--- config.mk ---
export PLATFORM = sky130hd
export DESIGN_NAME = tx_gearbox_feeder
export DESIGN_NICKNAME = d
export VERILOG_FILES = /design/src/rtl/tx_gearbox_feeder.sv
export SDC_FILE = /design/constraint.sdc
export NUM_CORES = 1
export LEC_CHECK = 0
export ABC_AREA = 1
export ABC_CLOCK_PERIOD_IN_PS = 6200
export CAP_MARGIN = 25
export CORE_MARGIN = 4
export CORE_UTILIZATION = 59
export CTS_BUF_LIST = sky130_fd_sc_hd__clkbuf_4
export DETAILED_ROUTE_END_ITERATION = 8
export GPL_TIMING_DRIVEN = 0
export HOLD_SLACK_MARGIN = 0.12
export PLACE_DENSITY = 0.92
export SYNTH_ARGS = -nofsm -noshare
export SYNTH_HDL_FRONTEND = slang
export SYNTH_SLANG_ARGS = --single-unit
--- constraint.sdc ---
create_clock -name clk_i -period 6.2 [get_ports clk_i]
set_input_delay 1.24 -clock clk_i [delete_from_list [all_inputs] [get_ports clk_i]]
set_output_delay 1.24 -clock clk_i [all_outputs]
set_load 0.03 [all_outputs]
--- src/rtl/tx_gearbox_feeder.sv ---
// Feeds 64b/66b blocks to a 66b-to-64b gearbox as 32-bit halves on a 66-cycle frame.
// Holds a 2-entry block FIFO, optionally scrambles payloads, and inserts idle blocks on underflow.
module tx_gearbox_feeder #(
    parameter bit          SCRAMBLE_EN  = 1'b1,
    parameter logic [63:0] IDLE_PAYLOAD = 64'h0000_0000_0000_001E
) (
    input  logic        clk_i,
    input  logic        rst_i,
    input  logic [63:0] s_data_i,
    input  logic [1:0]  s_head_i,
    input  logic        s_valid_i,
    output logic        s_ready_o,
    output logic [31:0] data_o,
    output logic [1:0]  head_o,
    output logic [6:0]  sequence_o,
    output logic        underflow_o
);

    // Handshake: a block is accepted on a rising edge where s_valid_i and s_ready_o are both 1.
    logic [65:0] fifo_mem [2];
    logic        rd_ptr, wr_ptr;
    logic [1:0]  count_q, count_d;
    logic [6:0]  seq_q, seq_d;
    logic [57:0] scr_q, scr_next;
    logic [31:0] hi_q;
    logic [63:0] scr_out;
    logic [63:0] blk_data;
    logic [1:0]  blk_head;
    logic        push, pop, idle, block_start, second_half;

    assign push        = s_valid_i & s_ready_o;
    assign seq_d       = (seq_q == 7'd65) ? 7'd0 : seq_q + 7'd1;
    assign block_start = ~seq_d[6] & ~seq_d[0];
    assign second_half = ~seq_d[6] & seq_d[0];
    assign pop         = block_start & (count_q != 2'd0);
    assign idle        = block_start & (count_q == 2'd0);
    assign blk_head    = idle ? 2'b10 : fifo_mem[rd_ptr][65:64];
    assign blk_data    = idle ? IDLE_PAYLOAD : fifo_mem[rd_ptr][63:0];
    assign count_d     = count_q + {1'b0, push} - {1'b0, pop};
    assign sequence_o  = seq_q;

    // Serial self-synchronous scrambler unrolled over the whole 64-bit payload.
    always_comb begin : scramble
        logic [57:0] s;
        logic [63:0] o;
        s = scr_q;
        o = '0;
        for (int i = 0; i < 64; i++) begin
            o[i] = blk_data[i] ^ s[38] ^ s[57];
            s    = {s[56:0], o[i]};
        end
        scr_out  = blk_data;
        scr_next = scr_q;
        if (SCRAMBLE_EN) begin
            scr_out  = o;
            scr_next = s;
        end
    end

    always_ff @(posedge clk_i) begin
        if (push) begin
            fifo_mem[wr_ptr] <= {s_head_i, s_data_i};
        end
    end

    always_ff @(posedge clk_i or posedge rst_i) begin
        if (rst_i) begin
            seq_q       <= 7'd65;
            count_q     <= 2'd0;
            rd_ptr      <= 1'b0;
            wr_ptr      <= 1'b0;
            s_ready_o   <= 1'b0;
            scr_q       <= '1;
            hi_q        <= '0;
            data_o      <= '0;
            head_o      <= 2'b10;
            underflow_o <= 1'b0;
        end else begin
            seq_q       <= seq_d;
            count_q     <= count_d;
            s_ready_o   <= (count_d < 2'd2);
            underflow_o <= idle;
            if (push) begin
                wr_ptr <= ~wr_ptr;
            end
            if (pop) begin
                rd_ptr <= ~rd_ptr;
            end
            // Upper half is parked in hi_q so it comes from the same scrambler pass.
            if (block_start) begin
                data_o <= scr_out[31:0];
                hi_q   <= scr_out[63:32];
                head_o <= blk_head;
                scr_q  <= scr_next;
            end else if (second_half) begin
                data_o <= hi_q;
            end else begin
                data_o <= '0;
            end
        end
    end

endmodule

Word level (Yosys, flattened, before mapping)
Memory sizes are Yosys's and may differ from the RTL's.
Index checks and enable logic that the tools add are counted.
Storage, ports and cells
  register bits: 137
  RAM bits: 132
  word-level logic and storage cells: 162
  memories kept: 1
Cells by class
  add/sub/neg operators: 3
  magnitude comparators: 1
  eq/ne operators: 1
  mux-type cells: 7
  bitwise logic cells: 137
  reduce and logical (&&, ||, !) cells: 2
Memories
  fifo_mem: depth 2, bits a word 66, read ports 1, clocked after Yosys merged registers in 0, write ports 1, RTL line 20  | logic [65:0] fifo_mem [2];
Operator list (number)
  1-bit XOR: 128
  32-bit 2-to-1 mux: 2
  64-bit 2-to-1 mux: 1
  7-bit by 1-bit adder with 7-bit output, second input constant: 1
  7-bit equality test, second input constant: 1
  7-bit 2-to-1 mux: 1
  1-bit AND: 5
  1-bit NOT: 4
  2-bit by 1-bit adder with 2-bit output: 1
  2-bit zero test: 1
  2-bit less-than comparator, second input constant: 1
  1-bit 2-to-1 mux: 2
  2-bit 2-to-1 mux: 1
  2-bit nonzero test: 1
  2-bit by 1-bit subtractor with 2-bit output: 1

Logic depth before layout (Yosys ltp)
  depth after elaboration: 10
  mapped depth: 16
  gate-level depth less buffers: 16

Least setup slack after synthesis
No wires, ideal clock.
  kind: input -> register
  from: input s_valid_i
  to: memory fifo_mem[0][0], enable pin
  setup time: 491 ps
  arrival: 4126 ps
  required time: 5709 ps
  path slack: 1583 ps
  cell stages on the path: 2
  path buffers: 0
  cells stage by stage: nand2_1 nor2_1
On the way
  longest elaborated chain between the ends: 3
Ends and longest elaborated chain
  start: declaration: RTL line 11  | input logic s_valid_i,
  1-bit AND: RTL line 31  | assign push = s_valid_i & s_ready_o;
  1-bit 2-to-1 mux: RTL line 61  | if (push) begin
  1-bit 2-to-1 mux (implied by the code): RTL line 62  | fifo_mem[wr_ptr] <= {s_head_i, s_data_i};
  end: declaration: RTL line 20
No other way between the ends.

Worst setup path in the final report
  from: register seq_q[0] (netlist: sequence_o[0])
  to: output sequence_o[0]
RTL lines
  start: declaration: RTL line 23  | logic [6:0] seq_q, seq_d;
  start signal: assignment: RTL line 79  | seq_q <= seq_d;
  end: declaration: RTL line 15  | output logic [6:0] sequence_o,
No word-level cell between the ends.

==> out/results.txt <==
Synth top area cells -> edfxtp_1 (34%), nand2_1 (18%), dfrtp_1 (16%)
CP bufs+invs -> 1
Fillers -> 1359
Hold Crit Depth -> 2
Drt first-iter violations -> 931
Share of the synthesized area in the top cell type -> 34.2%
RePlAce Congestion -> 0.945
CP max stage cell -> clkdlybuf4s50_1
Worst Hold Class -> flop to flop
Hold_ws -> 0.478 ns
R2R Path End -> count_q[1]
Setup Viol. Count Final -> 0
CTS tree -> yes
Clock latency on the worst-skew pair -> 0.68 ns
Share of layout cells above drive strength 1 -> 15.1%
Run status -> finished clean
H-tree levels -> 3
Buffers added on ports -> 111
Total Neg Setup Slack -> 0 ns
Routed Antenna Nets -> 0
Die W -> 148 microns
Skew final -> 0.0494 ns
Synth Flop Type -> edfxtp_1
Initial Util -> 59.8%
Flop-to-flop setup slack -> 3.13 ns
TritonCTS buffer count -> 67
Area delta synth->final -> 21.1%
Final core utilization -> 72.4%
Unique masters post-synth -> 30
Crit path kind -> flop to primary output
Vias after detailed routing -> 9003
Synth Cell Area -> 11600 sq um
Total global routing overflow -> 0
Part of the cycle the worst path needs -> 50.8%
Worst VDD drop -> 0.305 mV
First-pass GRT wire length -> 47400 microns
Mean post-synth cell area -> 9.87 sq um
Clock-pin slew of the registers on the worst-case setup and hold paths -> 0.06 ns
TritonRoute pass-1 iters -> 5
Reg2reg start -> sequence_o[0]
Seq/Total Area, Yosys -> 64.4%
Final Hold Fails -> 0
Root Buffer -> clkbuf_4
Largest net degree at the start of global routing -> 98
CP cell instances -> clkdlybuf4s50_1
Post-synth EDFFs -> 132
Power Density -> 621 nW/um^2
Dpl hpwl -> 21300 microns
Least-Margin Pin Slew -> 0.812 ns
DRC -> 0
Slew Viols, Final -> 0
Async S/R FF share, synth -> 50.9%
CP max FO -> 5
Chip height -> 148 microns
Initial antenna violation count -> 1
Post-Synthesis Cells -> 1176
Synth Warn # -> 0
Max Fclk -> 317 MHz
Hold buffer count at cts -> 0
FP Rows -> 51
Final nets -> 1434
Wire length per cell -> 18.0 microns
Relative slew slack -> 45.8%
WHS Endpoint -> scr_q[40]
# resized after CTS -> 0
Finished layout cell area -> 14100 sq um
Synth Net Count -> 1249
CORE AREA -> 19400 sq um
Placed Area -> 13200 sq um
Critical Path Max Stage Delay -> 0.68 ns
Most frequent cell after synthesis -> nand2_1
Pwr Total -> 8.73 mW
FF+latch count, synth -> 269
Delay-heaviest family, CP -> buffers and inverters
Critical Path AT -> 1.91 ns
Vias per cell -> 5.36
CP startpoint kind -> flop
Clock sink count -> 269
CP Capture Type -> primary output
Post-synth top cells -> nand2_1 (544), edfxtp_1 (132), inv_1 (86), dfrtp_1 (76), nand3_1 (71)
Area leader, netlist -> edfxtp_1
# IOs -> 112
Worst r2r path cells -> 15
Vias in the first global route -> 9317
Max-Cap Viols -> 0
Final WL -> 30300 microns
Clock Tree Buf Depth -> 3
Pleak -> 6.38 nW
GR Util All Layers -> 28.2%
Minimum clock period -> 3.15 ns
Full die area -> 22000 sq um
Hold Startpoint -> scr_q[40]
Post-CTS Setup Bufs -> 0
Unrepaired setup endpoints after global routing -> no
Worst endpoint required time -> 4.96 ns
-- sequential cells by signal, summed over array words and instances (netlist names) --
signal       cells
hi_q            32
wr_ptr           1
count_q          2
underflow_o      1
head_o           2
rd_ptr           1
fifo_mem       132
scr_q           58
data_o          32
sequence_o       7
s_ready_o        1
-- logic make-up (layout without fill, tap and decap cells) --
| logic type | count (synthesis) | in the layout | synth area share [%] |
|---|---|---|---|
| other | 0 | 1 | 0 |
| AO/OA/AOI/OAI | 48 | 48 | 2.24 |
| XOR/XNOR | 78 | 78 | 5.89 |
| adder cells (fa/ha/maj) | 4 | 4 | 0.431 |
| AND/OR/NAND/NOR | 636 | 636 | 21.9 |
| buffers and inverters | 137 | 375 | 4.81 |
| multiplexers | 4 | 4 | 0.345 |
| flip-flops | 269 | 269 | 64.4 |
-- layer usage --
metal	routed length (microns)	global-route usage, %	vias to the layer above
met3	2720	6.89	114
met1	11200	34.6	4261
met5	0	0	-
met4	1740	17.6	0
li1	-	-	4135
met2	14600	45.3	493
-- worst max path at each step --
stage	depth (start not counted)	slack, ns	endpoint	start
final	1	3.05	sequence_o[0]	sequence_o[0]
after global routing	15	2.90	count_q[1]	sequence_o[0]
after CTS	1	3.01	sequence_o[0]	sequence_o[0]
after detailed placement	5	2.98	fifo_mem[0][48]	s_valid_i
after global placement	3	-0.45	fifo_mem[1][48]	s_valid_i
after floorplan	1	1.39	count_q[0]	rst_i
-- metrics by stage --
step	cells	worst slack, ns
after floorplan	1176	1.39
after global placement	1552	-0.448
after detailed placement	1557	2.98
after CTS	1679	3.01
after global routing	1680	2.90
final	1680	3.05
-- cells in the final DEF (no fill, tap or decap), types with 3 or more instances in the layout --
cell type        synthesis  final
a21oi_1                 15     15
buf_1                    3      3
buf_16                   0      3
buf_2                   17     17
clkbuf_1                18     18
clkbuf_4                 0    107
clkdlybuf4s50_1          0    111
clkinv_1                 0     14
dfrtp_1                 76     76
dfstp_2                 61     61
edfxtp_1               132    132
ha_1                     4      4
inv_1                   86     85
inv_2                    9     10
mux2i_1                  4      4
nand2_1                544    544
nand3_1                 71     71
nand3b_1                 6      6
nor2_1                   9      7
nor2_4                   1      3
o21ai_0                 16     16
o21ai_1                  7      7
o22ai_1                  6      6
xnor2_1                 27     27
xor2_1                  51     51
-- final cells by class --
type	count	area (sq um)	area share, %
Inverter	95	362	2.57
Timing Repair Buffer	116	1230	8.78
Tap cell	265	332	2.36
Sequential cell	269	7470	53.1
Multi-Input combinational cell	770	3590	25.6
Clock buffer	107	803	5.72
Antenna cell	1	2.50	0.0178
Clock inverter	15	56.3	0.401
Buffer	42	201	1.43
-- report_power, final --
group / internal, mW / switching, mW / total, mW
logic: 1.36 / 2.77 / 4.13
clock network: 0.783 / 0.708 / 1.49
registers: 2.75 / 0.358 / 3.11
(Power assumes the default switching activity.)
